==> config.mk <==
export PLATFORM = sky130hd
export DESIGN_NAME = tmr_scrub_scheduler
export DESIGN_NICKNAME = d
export VERILOG_FILES = /design/src/rtl/tmr_scrub_pkg.sv /design/src/rtl/tmr_rr_arbiter.sv /design/src/rtl/tmr_scrub_scheduler.sv
export SDC_FILE = /design/constraint.sdc
export NUM_CORES = 1
export LEC_CHECK = 0
export ABC_AREA = 1
export BUFFER_PORTS_ARGS = -buffer_cell sky130_fd_sc_hd__buf_4
export CAP_MARGIN = 25
export CORE_MARGIN = 2
export CORE_UTILIZATION = 25
export CTS_CLUSTER_DIAMETER = 100
export DETAILED_ROUTE_END_ITERATION = 10
export SYNTH_ARGS = -nofsm -noshare
export SYNTH_HDL_FRONTEND = slang
export SYNTH_SLANG_ARGS = --single-unit
==> constraint.sdc <==
create_clock -name clk -period 2.2 [get_ports clk]
set_input_delay 0.44 -clock clk [delete_from_list [all_inputs] [get_ports clk]]
set_output_delay 0.44 -clock clk [all_outputs]
set_load 0.02 [all_outputs]
==> src/rtl/tmr_scrub_pkg.sv <==
// Shared types for the TMR scrub scheduler: FSM state enum,
// reset constants and the bank index type for the default bank count.
package tmr_scrub_pkg;

    typedef enum logic [1:0] {
        IDLE = 2'd0,
        REQ  = 2'd1,
        DONE = 2'd2
    } state_t;

    localparam int N_BANKS_DEF = 4;
    localparam int BANK_IDX_W  = $clog2(N_BANKS_DEF);

    typedef logic [BANK_IDX_W-1:0] bank_idx_t;

    localparam state_t STATE_RST = IDLE;
    localparam logic   REQ_RST   = 1'b0;
    localparam logic   DUE_RST   = 1'b0;

endpackage

==> src/rtl/tmr_rr_arbiter.sv <==
// Combinational round-robin pick: first set bit of i_mask at or
// after i_ptr, wrapping. Ports: i_mask, i_ptr -> o_grant, o_valid.
module tmr_rr_arbiter
    import tmr_scrub_pkg::*;
#(
    parameter int N = N_BANKS_DEF
) (
    input  logic [N-1:0]         i_mask,
    input  logic [$clog2(N)-1:0] i_ptr,
    output logic [$clog2(N)-1:0] o_grant,
    output logic                 o_valid
);

    localparam int IW = $clog2(N);

    int             w_pos;
    logic [IW-1:0]  w_idx;

    // Walk from the far end back to i_ptr so the last hit,
    // i.e. the nearest bank at or after the pointer, wins.
    always_comb begin
        o_grant = '0;
        o_valid = 1'b0;
        w_pos   = 0;
        w_idx   = '0;
        for (int k = N - 1; k >= 0; k--) begin
            w_pos = int'(i_ptr) + k;
            if (w_pos >= N) begin
                w_pos = w_pos - N;
            end
            w_idx = IW'(w_pos);
            if (i_mask[w_idx]) begin
                o_grant = w_idx;
                o_valid = 1'b1;
            end
        end
    end

endmodule

==> src/rtl/tmr_scrub_scheduler.sv <==
// Scrub scheduler for N_BANKS triplicated banks: errored banks first
// (round-robin), else a periodic background sweep; req/ack handshake.
// Ports: clk, rstn, enable_i, period_i, mismatch_i, refresh_ack_i in;
// refresh_req_o, refresh_sel_o, pending_o, err_count_o, busy_o out.
// Macro TMR_SCRUB_TIMEOUT_EN adds an ack timeout and timeout_o.
module tmr_scrub_scheduler
    import tmr_scrub_pkg::*;
#(
    parameter int N_BANKS  = N_BANKS_DEF,
    parameter int PERIOD_W = 16,
    parameter int CNT_W    = 8,
    parameter int TIMEOUT  = 64
) (
    input  logic                       clk,
    input  logic                       rstn,
    input  logic                       enable_i,
    input  logic [PERIOD_W-1:0]        period_i,
    input  logic [N_BANKS-1:0]         mismatch_i,
    output logic                       refresh_req_o,
    output logic [$clog2(N_BANKS)-1:0] refresh_sel_o,
    input  logic                       refresh_ack_i,
    output logic [N_BANKS-1:0]         pending_o,
    output logic [CNT_W-1:0]           err_count_o,
`ifdef TMR_SCRUB_TIMEOUT_EN
    output logic                       timeout_o,
`endif
    output logic                       busy_o
);

    localparam int IDX_W = $clog2(N_BANKS);

    state_t              r_state;
    logic                r_req;
    logic                r_busy;
    logic [IDX_W-1:0]    r_sel;
    logic                r_sweep;
    logic [IDX_W-1:0]    r_rr_ptr;
    logic [IDX_W-1:0]    r_sweep_ptr;
    logic                r_due;
    logic                r_loaded;
    logic [PERIOD_W-1:0] r_tmr;
    logic [N_BANKS-1:0]  r_pending;
    logic [CNT_W-1:0]    r_err;

    logic [IDX_W-1:0]    w_grant;
    logic                w_gvalid;
    logic [IDX_W-1:0]    w_sel_inc;
    logic [N_BANKS-1:0]  w_clr;
    logic                w_tick;
    logic                w_reload;
    logic                w_due_set;
    logic                w_abort;

    tmr_rr_arbiter #(
        .N (N_BANKS)
    ) u_arb (
        .i_mask  (r_pending),
        .i_ptr   (r_rr_ptr),
        .o_grant (w_grant),
        .o_valid (w_gvalid)
    );

`ifdef TMR_SCRUB_TIMEOUT_EN
    localparam int TO_W = $clog2(TIMEOUT + 1);

    logic [TO_W-1:0] r_to_cnt;
    logic            r_timeout;

    // r_timeout is high exactly in DONE of an aborted request.
    assign w_abort   = r_timeout;
    assign timeout_o = r_timeout;
`else
    // TIMEOUT has no effect without the timeout build.
    if (TIMEOUT < 1) begin : g_timeout_unused
    end
    assign w_abort = 1'b0;
`endif

    // Timer only advances while enabled with a nonzero period.
    assign w_tick    = enable_i && (period_i != '0);
    assign w_reload  = !r_loaded || (r_tmr == '0);
    assign w_due_set = w_tick && r_loaded && (r_tmr == '0);

    assign w_sel_inc = (r_sel == IDX_W'(N_BANKS - 1))
                     ? '0 : r_sel + IDX_W'(1);

    // Sweep refreshes and aborted requests leave the mask alone.
    always_comb begin
        w_clr = '0;
        if (r_state == DONE && !r_sweep && !w_abort) begin
            w_clr[r_sel] = 1'b1;
        end
    end

    always_ff @(posedge clk or negedge rstn) begin
        if (!rstn) begin
            r_state     <= STATE_RST;
            r_req       <= REQ_RST;
            r_busy      <= 1'b0;
            r_sel       <= '0;
            r_sweep     <= 1'b0;
            r_rr_ptr    <= '0;
            r_sweep_ptr <= '0;
            r_due       <= DUE_RST;
            r_loaded    <= 1'b0;
            r_tmr       <= '0;
            r_pending   <= '0;
            r_err       <= '0;
`ifdef TMR_SCRUB_TIMEOUT_EN
            r_to_cnt    <= '0;
            r_timeout   <= 1'b0;
`endif
        end else begin
            // A new mismatch beats a same-cycle clear.
            r_pending <= (r_pending & ~w_clr) | mismatch_i;

            if (w_tick) begin
                r_loaded <= 1'b1;
                r_tmr    <= w_reload ? period_i - PERIOD_W'(1)
                                     : r_tmr - PERIOD_W'(1);
            end

            if (r_state == DONE && r_sweep) begin
                r_due <= 1'b0;
            end
            if (w_due_set) begin
                r_due <= 1'b1;
            end

            unique case (r_state)
                IDLE: begin
`ifdef TMR_SCRUB_TIMEOUT_EN
                    r_to_cnt  <= '0;
                    r_timeout <= 1'b0;
`endif
                    if (enable_i && (w_gvalid || r_due)) begin
                        r_state <= REQ;
                        r_req   <= 1'b1;
                        r_busy  <= 1'b1;
                        r_sweep <= !w_gvalid;
                        r_sel   <= w_gvalid ? w_grant : r_sweep_ptr;
                    end
                end
                REQ: begin
                    if (refresh_ack_i) begin
                        r_state <= DONE;
                        r_req   <= 1'b0;
`ifdef TMR_SCRUB_TIMEOUT_EN
                    end else if (r_to_cnt == TO_W'(TIMEOUT - 1)) begin
                        r_state   <= DONE;
                        r_req     <= 1'b0;
                        r_timeout <= 1'b1;
                    end else begin
                        r_to_cnt <= r_to_cnt + TO_W'(1);
`endif
                    end
                end
                DONE: begin
                    r_state <= IDLE;
                    r_busy  <= 1'b0;
`ifdef TMR_SCRUB_TIMEOUT_EN
                    r_timeout <= 1'b0;
`endif
                    if (r_sweep) begin
                        r_sweep_ptr <= w_sel_inc;
                    end else begin
                        r_rr_ptr <= w_sel_inc;
                        if (r_err != '1) begin
                            r_err <= r_err + CNT_W'(1);
                        end
                    end
                end
                default: begin
                    r_state <= IDLE;
                    r_req   <= 1'b0;
                    r_busy  <= 1'b0;
                end
            endcase
        end
    end

    assign refresh_req_o = r_req;
    assign refresh_sel_o = r_sel;
    assign pending_o     = r_pending;
    assign err_count_o   = r_err;
    assign busy_o        = r_busy;

endmodule
# Yosys cells after proc, flatten, opt, wreduce, memory -nomap -nowiden

Index checks and enable logic that the tools add are counted.

Memories kept: 0
Latch bits: 0
Bits in registers: 41
Memory bits (writable): 0
Input port bits: 24
Memory bits (read-only): 0
Word-level logic and storage cells: 103
Output and inout port bits: 16

Div/mod/pow operators: 0
$mul: 0
Reductions and logical operators: 23
$add $sub $neg: 11
Equality and inequality tests: 6
Magnitude comparators: 10
Shifts and indexed selects: 0
Bitwise logic cells: 6
Muxes and demuxes: 35

Operators by type and width:

| cell                                                                          | count |
|---|---|
| 16-bit by 1-bit subtractor with 16-bit output (second input constant)         | 2 |
| 2-bit two-way mux                                                             | 12 |
| 16-bit zero test                                                              | 1 |
| 16-bit two-way mux                                                            | 1 |
| 16-bit nonzero test                                                           | 1 |
| 2-bit by 3-bit less-than comparator with 1-bit output (second input constant) | 5 |
| 1-bit two-way mux                                                             | 13 |
| 2-bit AND reduction                                                           | 5 |
| 3-bit greater-or-equal comparator (second input constant)                     | 3 |
| 8-bit by 1-bit adder with 8-bit output (second input constant)                | 1 |
| 1-bit binary-select mux with 2-bit select                                     | 4 |
| 8-bit inequality test (second input constant)                                 | 1 |
| 2-bit by 1-bit subtractor with 2-bit output (second input constant)           | 4 |
| 1-bit logical AND                                                             | 7 |
| 2-bit by 2-bit adder with 3-bit output (second input constant)                | 2 |
| 3-bit AND reduction                                                           | 2 |
| 4-bit bitwise AND                                                             | 1 |
| 2-bit == test (second input constant)                                         | 2 |
| 4-bit two-way mux                                                             | 1 |
| 2-bit inequality test (second input constant)                                 | 2 |
| 4-bit NOT                                                                     | 1 |
| 4-bit OR                                                                      | 1 |
| 2-bit case mux with 2 select lines                                            | 1 |
| 2-bit by 1-bit adder with 3-bit output (second input constant)                | 1 |
| 12 further kinds                                                              | 17 |

# Longest topological paths before layout

Word-level depth: 13
Mapped depth: 16
Mapped depth without buffers: 15

# Hierarchy

A second synthesis with hierarchy kept.

Cells, all modules: 399
Area, all modules: 2951.6 sq um

Modules (own cells, without submodules):

| module              | instances | cells an instance | sequential area each (sq um) | area an instance (sq um) |
|---|---|---|---|---|
| tmr_scrub_scheduler | 1         | 355               | 1026.0                       | 2736.4 |
| tmr_rr_arbiter      | 1         | 44                | 0.0                          | 215.2 |

# Worst setup path after synthesis

OpenSTA, ideal clock, no wires.

Path type: register -> register
From: register r_tmr[0]
To: register r_tmr[10]
Path buffers: 1
Clock period less this slack: 1953 ps
Library setup time: 117 ps
Data arrival time: 1837 ps
Stages on the path, launching flop included: 17
Slack: 247 ps
Required time: 2083 ps
Path through: dfrtp_1 nor2_1 nand2_1 nor2_2 nand2_2 nand2_4 buf_8 nand2_2 o21ai_2 ha_1 nand3_2 nor2_2 nand3_1 nand2_1 nand2_1 nand2_1 nand2_1

Word-level cells in the longest chain between the ends: 3
Elaborated cells between the ends (all ways): 4
Classes of those cells: add/sub (1); mux (1); reduce/logical (2)

Ends and longest elaborated chain:

| element                                                                                               | line                       | RTL |
|---|---|---|
| from (decl)                                                                                           | tmr_scrub_scheduler.sv:41  | `logic [PERIOD_W-1:0] r_tmr;` |
| from (signal assigned)                                                                                | tmr_scrub_scheduler.sv:119 | `r_tmr <= w_reload ? period_i - PERIOD_W'(1)` |
| parallel branches: the longest is 2 deep, another holds 16-bit by 1-bit subtractor with 16-bit output | n/a                        |  |
| 16-bit two-way mux *                                                                                  | tmr_scrub_scheduler.sv:119 |  |

Mark *: on every way between the ends.
A chain may end at the register's enable or synchronous reset.

# Worst setup path after layout

From: register r_tmr[11]
To: register r_tmr[12]

Same word-level chain as after synthesis.

==> results.sh <==
export IMPL_outcome="complete, no violations"
export IMPL_die_w_um=110
export IMPL_synth_area_leaders="dfrtp_1, nand2_1, nand3_1"
export IMPL_final_cells=585
export IMPL_cts_tree="yes"
export IMPL_clock_latency_ps=300
export IMPL_max_stage_delay_ps=400
export IMPL_yosys_warnings=0
export IMPL_postSynthCellCount=390
export IMPL_dp_cells=569
export IMPL_port_buffers=39
export IMPL_syn2layout_area_growth_pct=25.3
export IMPL_hold_buffers=0
export IMPL_core_mm2=0.0109
export IMPL_critPathMaxFanout=7
export IMPL_diodes=0
export IMPL_hold_viol=0
export IMPL_dr_total_vias=2648
export IMPL_synthesis_nets=420
export IMPL_numCtsBuffers=5
export IMPL_max_cap_viol_count=0
export IMPL_overflow=0
export IMPL_via_per_inst=4.53
export IMPL_cts_root_buffer="clkbuf_8"
export IMPL_crit_required_ps=2400
export IMPL_antenna_found_initial=0
export IMPL_clock_sinks=41
export IMPL_grt_pass1_wl_mm=11.8
export IMPL_synth_avg_cell_area_um2=7.15
export IMPL_start_util_pct=25.6
export IMPL_grt_usage_pct=12.5
export IMPL_ant_nets=0
export IMPL_p_leak_nw=1.73
export IMPL_clkTransAtPathRegs_ps=90
export IMPL_synth_seq_cells=41
export IMPL_endpoint_kind="flop"
export IMPL_slew_headroom_pct=62.3
export IMPL_hold_class="input port to asynchronous set/reset pin"
export IMPL_fmax_ghz=0.481
export IMPL_cp_top_family="simple AND/OR/NAND/NOR gates"
export IMPL_slew_violations=0
export IMPL_p_per_area_mw_per_mm2=915
export IMPL_worst_slew_pin_slew_ps=565
export IMPL_peakVddDrop_mv=0.297
export IMPL_die_area_mm2=0.0120
export IMPL_setup_violations=0
export IMPL_place_ws_ps=-11.7
export IMPL_clockBufferDepth=2
export IMPL_drive_above_1_share_pct=25.6
export IMPL_num_rows=38
export IMPL_crit_type="flop to flop"
export IMPL_dpl_hpwl_mm=5.44
export IMPL_post_route_util_pct=32.1
export IMPL_cp_cell_sequence="nor2_1 -> nand2_1 -> nor2_2 -> nand2_2 -> nand2_4 -> buf_6 -> o21ai_4 -> ha_4 -> nand3_4 -> nor2_4 -> nand3_1 -> nand2_1 -> nand2_1 -> nand2_1 -> nand2_1"
export IMPL_fin_ws_ps=121
export IMPL_ios=40
export IMPL_min_period_over_period_pct=94.5
export IMPL_synth_seq_area_share_pct=36.8
export IMPL_firstDrtPassIters=4
export IMPL_grt_max_degree=42
export IMPL_rsz0062_at_grt="yes"
export IMPL_gp_congestion=0.903
export IMPL_critPathMostFrequentCell="nand2_1"
export IMPL_r2r_setup_slack_ps=120
export IMPL_worst_path_buf_inv=1
export IMPL_syn_area_mm2=0.00279
export IMPL_drt_iter0_drc=111
export IMPL_slowest_stage="dfrtp_1"
export IMPL_period_needed_ps=2080
export IMPL_cp_arrival_ps=2280
export IMPL_startpoint_type="flop"
export IMPL_ys_types=41
export IMPL_ctsHtreeMaxLevel=2
export IMPL_final_nets=474
export IMPL_synth_top_area_share_pct=36.8
export IMPL_yosys_area_top_type="dfrtp_1"
export IMPL_skew_ps=7.36
export IMPL_drcViolationCount=0
export IMPL_die_h_um=110
export IMPL_drt_wl_total_mm=7.20
export IMPL_wl_per_cell_um=12.3
export IMPL_grt_pass1_vias=2511
[synth_stat cells]
library cell and n:
nand3b_1 6, nor3_4 1, a21boi_0 1, nor4_1 2
buf_2 1, nand2_4 2, nand2_2 17, ha_1 6
inv_1 42, nand3_2 2, nor2_2 4, a21oi_1 4
o21ai_0 18, clkbuf_1 2, and2_1 1, buf_8 1
nor2_4 5, o21ai_2 1, a22oi_1 2, nand3_1 32
nor3_1 2, nor2_1 35, a31oi_1 4, buf_4 2
inv_2 4, or2_2 5, o31ai_1 1, buf_1 1
dfrtp_1 41, a21oi_2 1, buf_6 2, o21ai_4 1
xor2_1 5, o21ai_1 3, xnor2_1 4, nor3_2 1
a21o_1 1, or2_1 1, nand2_1 119, clkinv_1 1
nand4_1 6
[logic make-up after synthesis]
kind of cell,count (synthesis),share of synthesized area [%]
AO/OA/AOI/OAI,37,7.94
adder cells (fa/ha/maj),6,2.69
buffers and inverters,56,8.79
flip-flops,41,36.8
AND/OR/NAND/NOR,241,41.0
XOR/XNOR,9,2.82
[path summary, 6_finish.rpt]
check                      cells past startpoint                      endpoint                       start
max                                           15         r_tmr[12]$_DFFE_PN0P_       r_tmr[11]$_DFFE_PN0P_
min                                            1    err_count_o[3]$_DFFE_PN0P_                        rstn
max reg2reg                                   15         r_tmr[12]$_DFFE_PN0P_       r_tmr[11]$_DFFE_PN0P_
min reg2reg                                    2    r_sweep_ptr[1]$_DFFE_PN0P_  r_sweep_ptr[1]$_DFFE_PN0P_
max in group asynchronous                      1  refresh_sel_o[1]$_DFFE_PN0P_                        rstn
min in group clk                               2        pending_o[0]$_DFF_PN0_               mismatch_i[0]
[what timing repair did]
item	in CTS	in global routing
buffers inserted	0	8
pin swaps	0	8
resized for setup	1	15
endpoints found under the hold margin	0	0
setup endpoints to repair	2	10
[worst register-to-register path: cells and delay by family, from the launching register on]
kind | cells | cell delay (ps)
simple gates | 12 | 1090
flops | 1 | 400
compound gates | 1 | 180
fa+ha+maj | 1 | 170
buf+inv | 1 | 150
[layout make-up]
cell class	count	area [um^2]
repair buffers	56	444
fillers	1158	7390
inverters	47	176
multi-input cells	293	1580
flip-flops and latches	41	1030
well taps	140	175
clock inverters	3	25.0
clock buffers	5	68.8
[report_power, final]
group	internal (W)	switching [W]
Sequential	0.000941	0.000189
Clock	0.000232	0.000315
Combinational	0.000602	0.000918
Total	0.00178	0.00142
[flip-flops by register name, indices dropped and copies added, names as in the netlist]
register and flops:
r_state 2, r_sweep_ptr 2, r_tmr 16, refresh_sel_o 2, r_due 1, busy_o 1
refresh_req_o 1, r_rr_ptr 2, r_sweep 1, err_count_o 8, r_loaded 1, pending_o 4
[per-stage QoR]
step | setup TNS, ps | hold WS (ps) | instance area [um^2] | power (W)
2_1_floorplan | 0 | 144 | 2790 | 0.00213
3_3_place_gp | 0 | 456 | 3270 | 0.00250
3_5_place_dp | -11.7 | 458 | 3270 | 0.00254
4_1_cts | 0 | 143 | 3370 | 0.00309
5_1_grt | -35.5 | 146 | 3500 | 0.00347
6_report | 0 | 128 | 3500 | 0.00320
[cell usage in the layout (no fill, tap or decap), types with 2 or more instances in the layout]
| master | instances |
|---|---|
| nand2_1 | 118 |
| buf_4 | 53 |
| inv_1 | 42 |
| dfrtp_1 | 41 |
| nor2_1 | 32 |
| nand3_1 | 31 |
| o21ai_0 | 18 |
| nand2_2 | 16 |
| nor2_4 | 7 |
| nand3b_1 | 6 |
| nand4_1 | 6 |
| nor2_2 | 5 |
| or2_2 | 5 |
| xor2_1 | 5 |
| ha_1 | 5 |
| clkbuf_8 | 5 |
| nand2_4 | 4 |
| a21oi_1 | 4 |
| a31oi_1 | 4 |
| xnor2_1 | 4 |
| inv_2 | 4 |
| o21ai_1 | 3 |
| o21ai_4 | 2 |
| nor4_1 | 2 |
| nor3_1 | 2 |
| a22oi_1 | 2 |
| nand3_2 | 2 |
| inv_6 | 2 |
[metal layers]
layer  up-vias  global-route usage [%]  routed length [um]
li1       1344                       -                   -
met1      1224                    16.3                3380
met2        63                    20.4                3310
met3        17                    2.55                 315
met4         0                    4.79                 186
met5         -                       0                   0
(Power assumes the default switching activity.)
